===== config.mk =====
export PLATFORM = sky130hd
export DESIGN_NAME = l2dr_req_arb
export DESIGN_NICKNAME = d
export VERILOG_FILES = /design/src/rtl/l2dr_req_arb.sv
export SDC_FILE = /design/constraint.sdc
export NUM_CORES = 1
export LEC_CHECK = 0
export CORE_ASPECT_RATIO = 0.9
export CORE_MARGIN = 2
export CORE_UTILIZATION = 46
export DETAILED_ROUTE_END_ITERATION = 8
export GPL_TIMING_DRIVEN = 0
export HOLD_SLACK_MARGIN = 0.12
export PLACE_DENSITY = 0.79
export SLEW_MARGIN = 20
export SYNTH_ARGS = -nofsm -noshare
export SYNTH_HDL_FRONTEND = slang
export SYNTH_SLANG_ARGS = --single-unit

===== constraint.sdc =====
create_clock -name clk -period 3.3 [get_ports clk]
set_clock_uncertainty 0.05 [all_clocks]
set_input_delay 0.33 -clock clk [delete_from_list [all_inputs] [get_ports clk]]
set_output_delay 0.33 -clock clk [all_outputs]
set_load 0.05 [all_outputs]

===== src/rtl/l2dr_req_arb.sv =====
// L2/L2TLB request arbiter into a 2-entry directory request FIFO, plus the
// reverse snack router that splits directory snacks by nid[0] (bit 0 of the payload).
module l2dr_req_arb #(
    parameter int TLB_MAX_OUT = 2,
    parameter int OUT_DEPTH   = 2
) (
    input  logic        clk,
    input  logic        reset,
    input  logic        l2_req_valid,
    output logic        l2_req_retry,
    input  logic [31:0] l2_req,
    input  logic        tlb_req_valid,
    output logic        tlb_req_retry,
    input  logic [31:0] tlb_req,
    output logic        l2todr_req_valid,
    input  logic        l2todr_req_retry,
    output logic [31:0] l2todr_req,
    input  logic        drtol2_snack_valid,
    output logic        drtol2_snack_retry,
    input  logic [31:0] drtol2_snack,
    output logic        l2_snack_valid,
    input  logic        l2_snack_retry,
    output logic [31:0] l2_snack,
    output logic        tlb_snack_valid,
    input  logic        tlb_snack_retry,
    output logic [31:0] tlb_snack
);

    localparam logic [2:0] MAX_OUT = 3'(TLB_MAX_OUT);
    localparam logic [1:0] DEPTH   = 2'(OUT_DEPTH);

    logic [31:0] ent0_q, ent0_d, ent1_q, ent1_d;
    logic [1:0]  cnt_q, cnt_d;
    logic        prefer_tlb_q, prefer_tlb_d;
    logic [2:0]  tlb_out_q, tlb_out_d;
    logic        l2s_v_q, l2s_v_d, tlbs_v_q, tlbs_v_d;
    logic [31:0] l2s_q, l2s_d, tlbs_q, tlbs_d;

    logic        pop, full, l2_elig, tlb_elig, gnt_l2, gnt_tlb, push;
    logic [31:0] push_data;
    logic [1:0]  wr_idx;
    logic        tlb_dec, snk_tgt, snk_acc, l2s_drain, tlbs_drain;

    always_comb begin
        pop       = (cnt_q != 2'd0) && !l2todr_req_retry;
        // A full FIFO still has room when its head leaves this cycle.
        full      = (cnt_q == DEPTH) && !pop;
        l2_elig   = l2_req_valid && !full && !reset;
        tlb_elig  = tlb_req_valid && !full && (tlb_out_q < MAX_OUT) && !reset;
        gnt_tlb   = tlb_elig && (!l2_elig || prefer_tlb_q);
        gnt_l2    = l2_elig && !gnt_tlb;
        push      = gnt_l2 || gnt_tlb;
        push_data = gnt_tlb ? tlb_req : l2_req;
        push_data[0] = gnt_tlb;

        prefer_tlb_d = prefer_tlb_q;
        if (gnt_l2)  prefer_tlb_d = 1'b1;
        if (gnt_tlb) prefer_tlb_d = 1'b0;

        ent0_d = ent0_q;
        ent1_d = ent1_q;
        if (pop) ent0_d = ent1_q;
        wr_idx = cnt_q - 2'(pop);
        if (push) begin
            if (wr_idx == 2'd0) ent0_d = push_data;
            else                ent1_d = push_data;
        end
        cnt_d = cnt_q - 2'(pop) + 2'(push);

        tlb_dec   = tlb_snack_valid && !tlb_snack_retry;
        tlb_out_d = tlb_out_q;
        if (gnt_tlb && !tlb_dec)
            tlb_out_d = tlb_out_q + 3'd1;
        else if (tlb_dec && !gnt_tlb && tlb_out_q != 3'd0)
            tlb_out_d = tlb_out_q - 3'd1;

        // Each destination blocks only snacks aimed at itself.
        snk_tgt    = drtol2_snack[0];
        l2s_drain  = l2s_v_q && !l2_snack_retry;
        tlbs_drain = tlbs_v_q && !tlb_snack_retry;
        drtol2_snack_retry = reset ||
            (snk_tgt ? (tlbs_v_q && !tlbs_drain) : (l2s_v_q && !l2s_drain));
        snk_acc = drtol2_snack_valid && !drtol2_snack_retry;

        l2s_v_d  = (l2s_v_q && !l2s_drain) || (snk_acc && !snk_tgt);
        l2s_d    = (snk_acc && !snk_tgt) ? drtol2_snack : l2s_q;
        tlbs_v_d = (tlbs_v_q && !tlbs_drain) || (snk_acc && snk_tgt);
        tlbs_d   = (snk_acc && snk_tgt) ? drtol2_snack : tlbs_q;
    end

    always_ff @(posedge clk or posedge reset) begin
        if (reset) begin
            ent0_q       <= '0;
            ent1_q       <= '0;
            cnt_q        <= '0;
            prefer_tlb_q <= 1'b0;
            tlb_out_q    <= '0;
            l2s_v_q      <= 1'b0;
            l2s_q        <= '0;
            tlbs_v_q     <= 1'b0;
            tlbs_q       <= '0;
        end else begin
            ent0_q       <= ent0_d;
            ent1_q       <= ent1_d;
            cnt_q        <= cnt_d;
            prefer_tlb_q <= prefer_tlb_d;
            tlb_out_q    <= tlb_out_d;
            l2s_v_q      <= l2s_v_d;
            l2s_q        <= l2s_d;
            tlbs_v_q     <= tlbs_v_d;
            tlbs_q       <= tlbs_d;
        end
    end

    assign l2_req_retry     = !gnt_l2;
    assign tlb_req_retry    = !gnt_tlb;
    assign l2todr_req_valid = (cnt_q != 2'd0);
    assign l2todr_req       = ent0_q;
    assign l2_snack_valid   = l2s_v_q;
    assign l2_snack         = l2s_q;
    assign tlb_snack_valid  = tlbs_v_q;
    assign tlb_snack        = tlbs_q;

endmodule


Word level (Yosys, flattened, before mapping)
Index checks and enable logic that the tools add are counted.
{ "op_classes": {"order_cmp": 1, "eq_ne": 1, "muxes": 9, "reduce_logical": 43, "n_bitwise": 1, "addsub": 4} }
{ "op_table": {"columns": ["operator", "count"], "rows": [
  ["two-way mux 32 bit", 4],
  ["logical AND 1 bit", 19],
  ["zero test 1 bit", 13],
  ["two-way mux 3 bit", 2],
  ["nonzero test 2 bit", 3],
  ["logical OR 1 bit", 5],
  ["adder 3 x 1 -> 3 bit (second input constant)", 1],
  ["less-than comparator 3 x 2 -> 1 bit (second input constant)", 1],
  ["two-way mux 1 bit", 3],
  ["nonzero test 3 bit", 1],
  ["subtractor 3 x 1 -> 3 bit (second input constant)", 1],
  ["adder 2 x 1 -> 2 bit", 1],
  ["equality test 2 bit (second input constant)", 1],
  ["zero test 2 bit", 1],
  ["AND reduction 2 bit", 1],
  ["subtractor 2 x 1 -> 2 bit", 1],
  ["inverter 1 bit", 1]
]} }
{ "word_totals": {"input_bits": 104, "register_bits": 136, "elab_cells": 68, "output_inout_bits": 102} }

Logic depth before layout (Yosys ltp)
Gate-level depths: netlist (run 1).
{ "depth": {"word_depth": 15, "depth_mapped": 12, "mapped_depth_nobuf": 8} }

Least setup slack after synthesis (run 1)
OpenSTA, ideal clock, no wires.
{ "synth_path": {"kind": "input to register", "startpoint": "input port reset", "endpoint": "register tlbs_q[10], in the netlist tlb_snack[10]", "setup_slack_ps": 32, "required_ps": 3122, "setup_time_ps": 128, "arrival_time_ps": 3091, "stages": 4, "cell_sequence": "inv_2 > nand4_1 > clkbuf_1 > mux2_1"} }
{ "synth_via": {"elab_chain_len": 4} }
{ "synth_rtl": {"columns": ["element", "line", "text"], "rows": [
  ["from (decl)", "8", "input logic reset,"],
  ["logical OR 1 bit", "81", "drtol2_snack_retry = reset ||"],
  ["zero test 1 bit", "83", "snk_acc = drtol2_snack_valid && !drtol2_snack_retry;"],
  ["logical AND 1 bit", "83", null],
  ["logical AND 1 bit", "88", "tlbs_d = (snk_acc && snk_tgt) ? drtol2_snack : tlbs_q;"],
  ["to (signal assigned)", "111", "tlbs_q <= tlbs_d;"],
  ["to (decl)", "37", "logic [31:0] l2s_q, l2s_d, tlbs_q, tlbs_d;"]
]} }
Every way passes these cells.
A chain may end at the register's enable or synchronous reset.

Worst setup path in the final report (run 1)
{ "layout_path": {"startpoint": "register tlb_out_q[1]", "endpoint": "output port l2_req_retry"} }
{ "layout_via": {"elab_chain_len": 7} }
{ "layout_rtl": {"columns": ["element", "line", "text"], "rows": [
  ["from (decl)", "35", "logic [2:0] tlb_out_q, tlb_out_d;"],
  ["from (signal assigned)", "107", "tlb_out_q <= tlb_out_d;"],
  ["less-than comparator 3 x 2 -> 1 bit", "49", "tlb_elig = tlb_req_valid && !full && (tlb_out_q < MAX_OUT) && !reset;"],
  ["logical AND 1 bit (2 in series)", "49", null],
  ["logical AND 1 bit", "50", "gnt_tlb = tlb_elig && (!l2_elig || prefer_tlb_q);"],
  ["zero test 1 bit", "51", "gnt_l2 = l2_elig && !gnt_tlb;"],
  ["logical AND 1 bit", "51", null],
  ["zero test 1 bit", "115", "assign l2_req_retry = !gnt_l2;"],
  ["to (decl)", "10", "output logic l2_req_retry,"]
]} }
Every way passes these cells.

==> results of run 1 <==
worst reg2reg max path: stages (launching register included):
cell and delay [ns]:
dfrtp_1 0.45, or3b_4 0.45, a2111oi_4 0.55, buf_6 0.23
nand2_1 0.08, fa_1 0.41, or3_1 0.40, a211o_1 0.31
synthesized netlist by cell type, types with 2 or more instances:
cell type,n,area share [%]
mux2_1,150,28
dfrtp_1,136,55
mux2_4,30,7.3
a21oi_1,7,0.57
nor2_1,7,0.43
buf_2,6,0.49
nand2_1,6,0.37
clkbuf_1,5,0.31
inv_1,5,0.31
mux2i_1,5,0.82
buf_4,4,0.49
buf_6,4,0.73
buf_1,3,0.18
inv_2,3,0.18
mux2_2,3,0.55
nand2b_1,3,0.31
xnor2_1,3,0.43
ha_1,2,0.41
nor2b_1,2,0.20
or3_1,2,0.20
cell usage in the layout (no fill, tap or decap), types with 2 or more instances in the layout:
master           synthesis  routed
clkdlybuf4s50_1          0     201
mux2_1                 150     150
dfrtp_1                136     136
mux2_4                  30      30
clkbuf_16                0      17
clkbuf_1                 5       9
buf_2                    6       7
nor2_1                   7       7
a21oi_1                  7       7
nand2_1                  6       6
inv_1                    5       5
mux2i_1                  5       5
buf_6                    4       4
buf_4                    4       4
clkinv_2                 0       4
xnor2_1                  3       3
nand2b_1                 3       3
mux2_2                   3       3
nor2b_1                  2       2
inv_2                    3       2
buf_1                    3       2
or3_1                    2       2
ha_1                     2       2
clkbuf_8                 0       2
per-layer routing:
layer	vias to the layer above	track usage (%)	share of wire, %
met3	15	11.6	10
met2	149	34.6	49
met4	0	5.86	1.4
met5	-	0	0
met1	2030	22.8	39
li1	1886	-	-
logic make-up after synthesis:
kind of cell             Yosys count
multiplexers                     188
AND/OR/NAND/NOR                   28
flip-flops                       136
buffers and inverters             30
XOR/XNOR                           3
adder cells (fa/ha/maj)            3
AO/OA/AOI/OAI                     15
worst min path at each step:
stage / from / end / cells after the start
floorplan: reset / l2_snack_valid / 1
global placement: tlb_snack[0] / tlb_snack[0] / 1
detailed placement: tlb_snack[0] / tlb_snack[0] / 1
CTS: l2_snack[30] / l2_snack[30] / 1
global route: ent1_q[28] / ent1_q[28] / 1
finish: ent1_q[24] / ent1_q[24] / 1
repair_timing:
| item | 4_1_cts | 5_1_grt |
|---|---|---|
| endpoints found under the setup margin | 1 | 61 |
| pin swaps | 0 | 0 |
| gates resized for setup | 1 | 3 |
sequential cells by signal, indices dropped and copies added, names as in the netlist:
signal           cells
cnt_q                2
ent1_q              32
l2_snack            32
l2_snack_valid       1
l2todr_req          32
prefer_tlb_q         1
tlb_out_q            3
tlb_snack           32
tlb_snack_valid      1
layout make-up:
cell class,instances,share of cell area [%]
Buffer,22,1.53
Clock buffer,23,5.24
Clock inverter,5,0.560
Inverter,8,0.420
Multi-Input combinational cell,237,28.8
Sequential cell,136,38.1
Tap cell,168,2.35
Timing Repair Buffer,204,23.1
power groups by stage:
stage	Sequential, mW	Combinational, mW	Clock (mW)
after global routing	2.67	3.91	1.82
final	2.59	3.70	1.69
after global placement	2.58	3.63	0
after detailed placement	2.62	3.72	0
after CTS	2.60	3.74	1.73
after floorplan	3.84	1.25	0
==> out/results.txt, run 1 <==
outcome - finished, final reports clean
pin count of the biggest net entering global routing - 75
peak supply drop - 518 uV
largest family of logic cells by synthesized area - multiplexers
# port buffers - 203
DRC - 0
placer congestion estimate - 0.738
crit end category - primary output
Worst-path clk slew - 0.05 ns
ratio of cells with drive above 1 in the final layout - 12.4%
synthesized cell area - 6140 um2
FF-to-FF End - tlb_out_q[2]
First DRT Iteration DRCs - 132
Final Core Density - 67.6%
Post CTS Setup Buffer Count - 0
number of synthesized flops with an enable pin - 0
Comb power frac - 46.4%
Async SR Flop Fraction - 100%
internal power - 4.84 mW
GRT Util Overall - 20.7%
CP endpoint - l2_req_retry
Clock Power Share - 21.2%
Final Max Slew Viols - 0
I/O pin count - 206
Setup WS pre-CTS - -0.134 ns
crit path max-delay cell type - dlygate4sd2_1
Peak Freq - 316 MHz
Leakage - 3.79 nW
hold crit path type - flop to flop
Worst slew margin - 52.0%
Tcrit/Tclk final - 95.8%
first-pass GRT wire length - 23000 um
synthesis-to-finish area growth - 45.6%
Routed Antenna Nets - 0
count of final setup violators - 0
post-DP HPWL - 10500 um
CP arrival - 2.78 ns
# clock sinks - 136
RSZ-0062 raised after global routing - false
Sw Pwr - 3.14 mW
Non-Filler Instances - 803
Vias/cell - 5.08
sequential share of the synthesized area - 55.4%
sw frac - 39.3%
Compound-Gate Fraction of Synth Area - 2.08%
Yosys reg bits - 136
CTS tree - yes
WL final - 14200 um
Worst path depth - 6
Post-synth top flop - dfrtp_1
crit start category - flop
Worst Reg2Reg Path Length in Cells - 7
filler instances - 954
Final Hold Violating Endpoints - 0
Row Count - 40
worst setup margin - 0.138 ns
worst reg2reg path startpoint - tlb_out_q[1]
post-route cell area - 8940 um2
Reg2Reg Setup Slack - 0.26 ns
Tmin final - 3.16 ns
syn nets - 510
Max Cap Viol - 0
hold-fix buffers at CTS - 0
mux share of post-synthesis cell area - 36.2%
CP max stage delay - 0.56 ns
placed cell count - 775
Synth Instances - 403
TritonCTS Buffers - 17
clock root buffer - clkbuf_16
via count - 4080
antenna violations before repair - 0
required time worst endpoint - 2.92 ns
TritonRoute pass-1 iters - 4
Syn Area/Cell - 15.2 um2
Multi-input gate area - 2570 um2
vias in the first global route - 4527
Setup crit start - tlb_out_q[1]
sequential share of power - 32.5%
post-DR wirelength/cell - 17.7 um
PD cells - 893 nW/um2
worst path cell trace - or3b_4 > a2111oi_4 > buf_6 > inv_2 > nand3_1 > dlygate4sd2_1
Crit path max-delay family - buffers and inverters
XOR/XNOR Fraction of Synth Area - 0.428%
Die W - 126 um
Crit Path Class - flop to primary output
measured slew at the worst slew-check pin - 0.713 ns
Congestion Overflow GR - 0
Die H - 114 um
crit-path max FO - 10
Starting Density - 46.5%
Post-Synth Adder-Cell Area - 0.734%
Yosys cell types - 37
hold slack - 0.430 ns
flip-flop and latch area - 3400 um2
YS warnings - 0
core area - 13200 um2
post-synthesis simple-gate area fraction - 2.41%
placed cell areas - 8420 um2
Final nets - 733
total power - 7.98 mW
H-tree depth - 4
worst skew pair latency - 0.41 ns
Bufs on Longest Clock Path - 2
ant diodes - 0
die area - 14300 um2
Final TNS setup - 0 ns
WP buf/inv - 3
Note: power is estimated with default switching activity, not from simulation.
==> run 2, diff against run 1 <==
Settings changed: CORE_UTILIZATION 46 to 40, PLACE_DENSITY 0.79 to 0.72.
==> run 2 against run 1 <==
Total power is 5.1% higher. Register-to-register slack improved by 0.04 ns. Hold slack better by 0.0014 ns. Design area up 2.0%. Die area increased by 14%.
==> out/results.txt, run 2 (synthesis gave the netlist of run 1 again) <==
Bufs on Longest Clock Path - 2 (unchanged)
first-pass GRT wire length - 23300 um (was 23000 um)
WL final - 14500 um (was 14200 um)
worst setup margin - 0.300 ns (was 0.138 ns)
peak supply drop - 556 uV (was 518 uV)
Sw Pwr - 3.23 mW (was 3.14 mW)
worst skew pair latency - 0.42 ns (was 0.41 ns)
filler instances - 1132 (was 954)
outcome - finished, final reports clean (unchanged)
Die H - 122 um (was 114 um)
# port buffers - 203 (unchanged)
Worst slew margin - 46.2% (was 52.0%)
TritonCTS Buffers - 17 (unchanged)
Crit Path Class - flop to flop (was flop to primary output)
First DRT Iteration DRCs - 137 (was 132)
crit-path max FO - 10 (unchanged)
commonest non-fill, non-tap cell in the layout - clkdlybuf4s50_1 (unchanged)
Peak Freq - 333 MHz (was 316 MHz)
Tmin final - 3.00 ns (was 3.16 ns)
CP arrival - 3.25 ns (was 2.78 ns)
via count - 4022 (was 4080)
H-tree depth - 4 (unchanged)
post-DP HPWL - 10500 um (about the same)
die area - 16400 um2 (was 14300 um2)
Final Core Density - 61.3% (was 67.6%)
crit end category - flop (was primary output)
Final Max Slew Viols - 0 (unchanged)
sequential share of power - 30.8% (was 32.5%)
required time worst endpoint - 3.55 ns (was 2.92 ns)
placer congestion estimate - 0.746 (was 0.738)
Leakage - 3.84 nW (was 3.79 nW)
most frequent cells in the layout - clkdlybuf4s50_1, mux2_1, dfrtp_1 (unchanged)
total power - 8.39 mW (was 7.98 mW)
antenna violations before repair - 1 (was 0)
vias in the first global route - 4503 (was 4527)
sw frac - 38.5% (was 39.3%)
ratio of cells with drive above 1 in the final layout - 13.8% (was 12.4%)
clock root buffer - clkbuf_16 (unchanged)
CTS tree - yes (unchanged)
Tcrit/Tclk final - 90.9% (was 95.8%)
DRC - 0 (unchanged)
Congestion Overflow GR - 0 (unchanged)
hold crit path type - flop to flop (unchanged)
Worst-path clk slew - 0.06 ns (was 0.05 ns)
Row Count - 42 (was 40)
post-DR wirelength/cell - 17.3 um (was 17.7 um)
placed cell areas - 8450 um2 (was 8420 um2)
I/O pin count - 206 (unchanged)
crit start category - flop (unchanged)
hold slack - 0.431 ns (was 0.430 ns)
Comb power frac - 44.1% (was 46.4%)
# clock sinks - 136 (unchanged)
Die W - 135 um (was 126 um)
Routed Antenna Nets - 0 (unchanged)
Max Cap Viol - 0 (unchanged)
Starting Density - 41.3% (was 46.5%)
TritonRoute pass-1 iters - 4 (unchanged)
Vias/cell - 4.80 (was 5.08)
core area - 14900 um2 (was 13200 um2)
Clock Power Share - 25.1% (was 21.2%)
GRT Util Overall - 18.7% (was 20.7%)
Final Hold Violating Endpoints - 0 (unchanged)
RSZ-0062 raised after global routing - false (unchanged)
Setup WS pre-CTS - -0.198 ns (was -0.134 ns)
synthesis-to-finish area growth - 48.5% (was 45.6%)
count of final setup violators - 0 (unchanged)
post-route cell area - 9110 um2 (was 8940 um2)
PD cells - 920 nW/um2 (was 893 nW/um2)
pin count of the biggest net entering global routing - 90 (was 75)
measured slew at the worst slew-check pin - 0.800 ns (was 0.713 ns)
Final nets - 733 (unchanged)
internal power - 5.16 mW (was 4.84 mW)
[run 2: power by group through the flow]
stage	clock, mW	sequential (mW)	combinational [mW]
after floorplan	0	3.84	1.25
after CTS	2.15	2.59	3.75
after global placement	0	2.58	3.65
after global routing	2.24	2.66	3.92
after detailed placement	0	2.62	3.74
final	2.11	2.58	3.70
[run 2: worst max-delay path, cell delays in order, from the launching register on]
cell and delay [ns]:
dfrtp_1 0.44, or3b_4 0.45, a2111oi_4 0.54, buf_6 0.23, nand2_1 0.07, fa_1 0.41
or3_1 0.39, a211o_1 0.30
[run 2: what timing repair did]
| item | in CTS | in global routing |
|---|---|---|
| gates cloned | 0 | 0 |
| resized for setup | 3 | 3 |
| setup endpoints to repair | 51 | 4 |
| hold endpoints to repair | 0 | 0 |
| buffers inserted | 0 | 0 |
| hold buffers | 0 | 0 |
[run 2: worst paths after layout]
path | cells past startpoint | slack [ns] | startpoint | end
setup / recovery | 7 | 0.30 | tlb_out_q[1] | tlb_out_q[2]
setup reg to reg | 7 | 0.30 | tlb_out_q[1] | tlb_out_q[2]
min in group asynchronous | 2 | 0.58 | reset | cnt_q[1]
max in group asynchronous | 3 | 1.89 | reset | l2todr_req[1]
hold / removal | 1 | 0.43 | l2_snack[12] | l2_snack[12]
hold reg to reg | 1 | 0.43 | l2_snack[12] | l2_snack[12]
[run 2: metrics by stage]
step | TNS (ns) | cells
after floorplan | 0 | 403
after global placement | -128.26 | 804
after detailed placement | -11.06 | 805
after CTS | 0 | 837
after global routing | 0 | 837
final | 0 | 838
[run 2: layout make-up]
class | instances | area, um2 | area share, %
tap | 198 | 248 | 2.72
clock inverter | 14 | 221 | 2.43
inverter | 8 | 37.5 | 0.412
timing repair buffer | 204 | 2050 | 22.5
clock buffer | 18 | 439 | 4.82
buffer | 22 | 139 | 1.52
multi-input combinational | 237 | 2570 | 28.2
sequential | 136 | 3400 | 37.3
antenna | 1 | 2.50 | 0.0275
[run 2: layer usage]
metal	global-route usage [%]	wire [um]
met1	22.0	5990
met2	30.2	6850
met3	9.15	1540
met4	5.92	146
met5	0	0
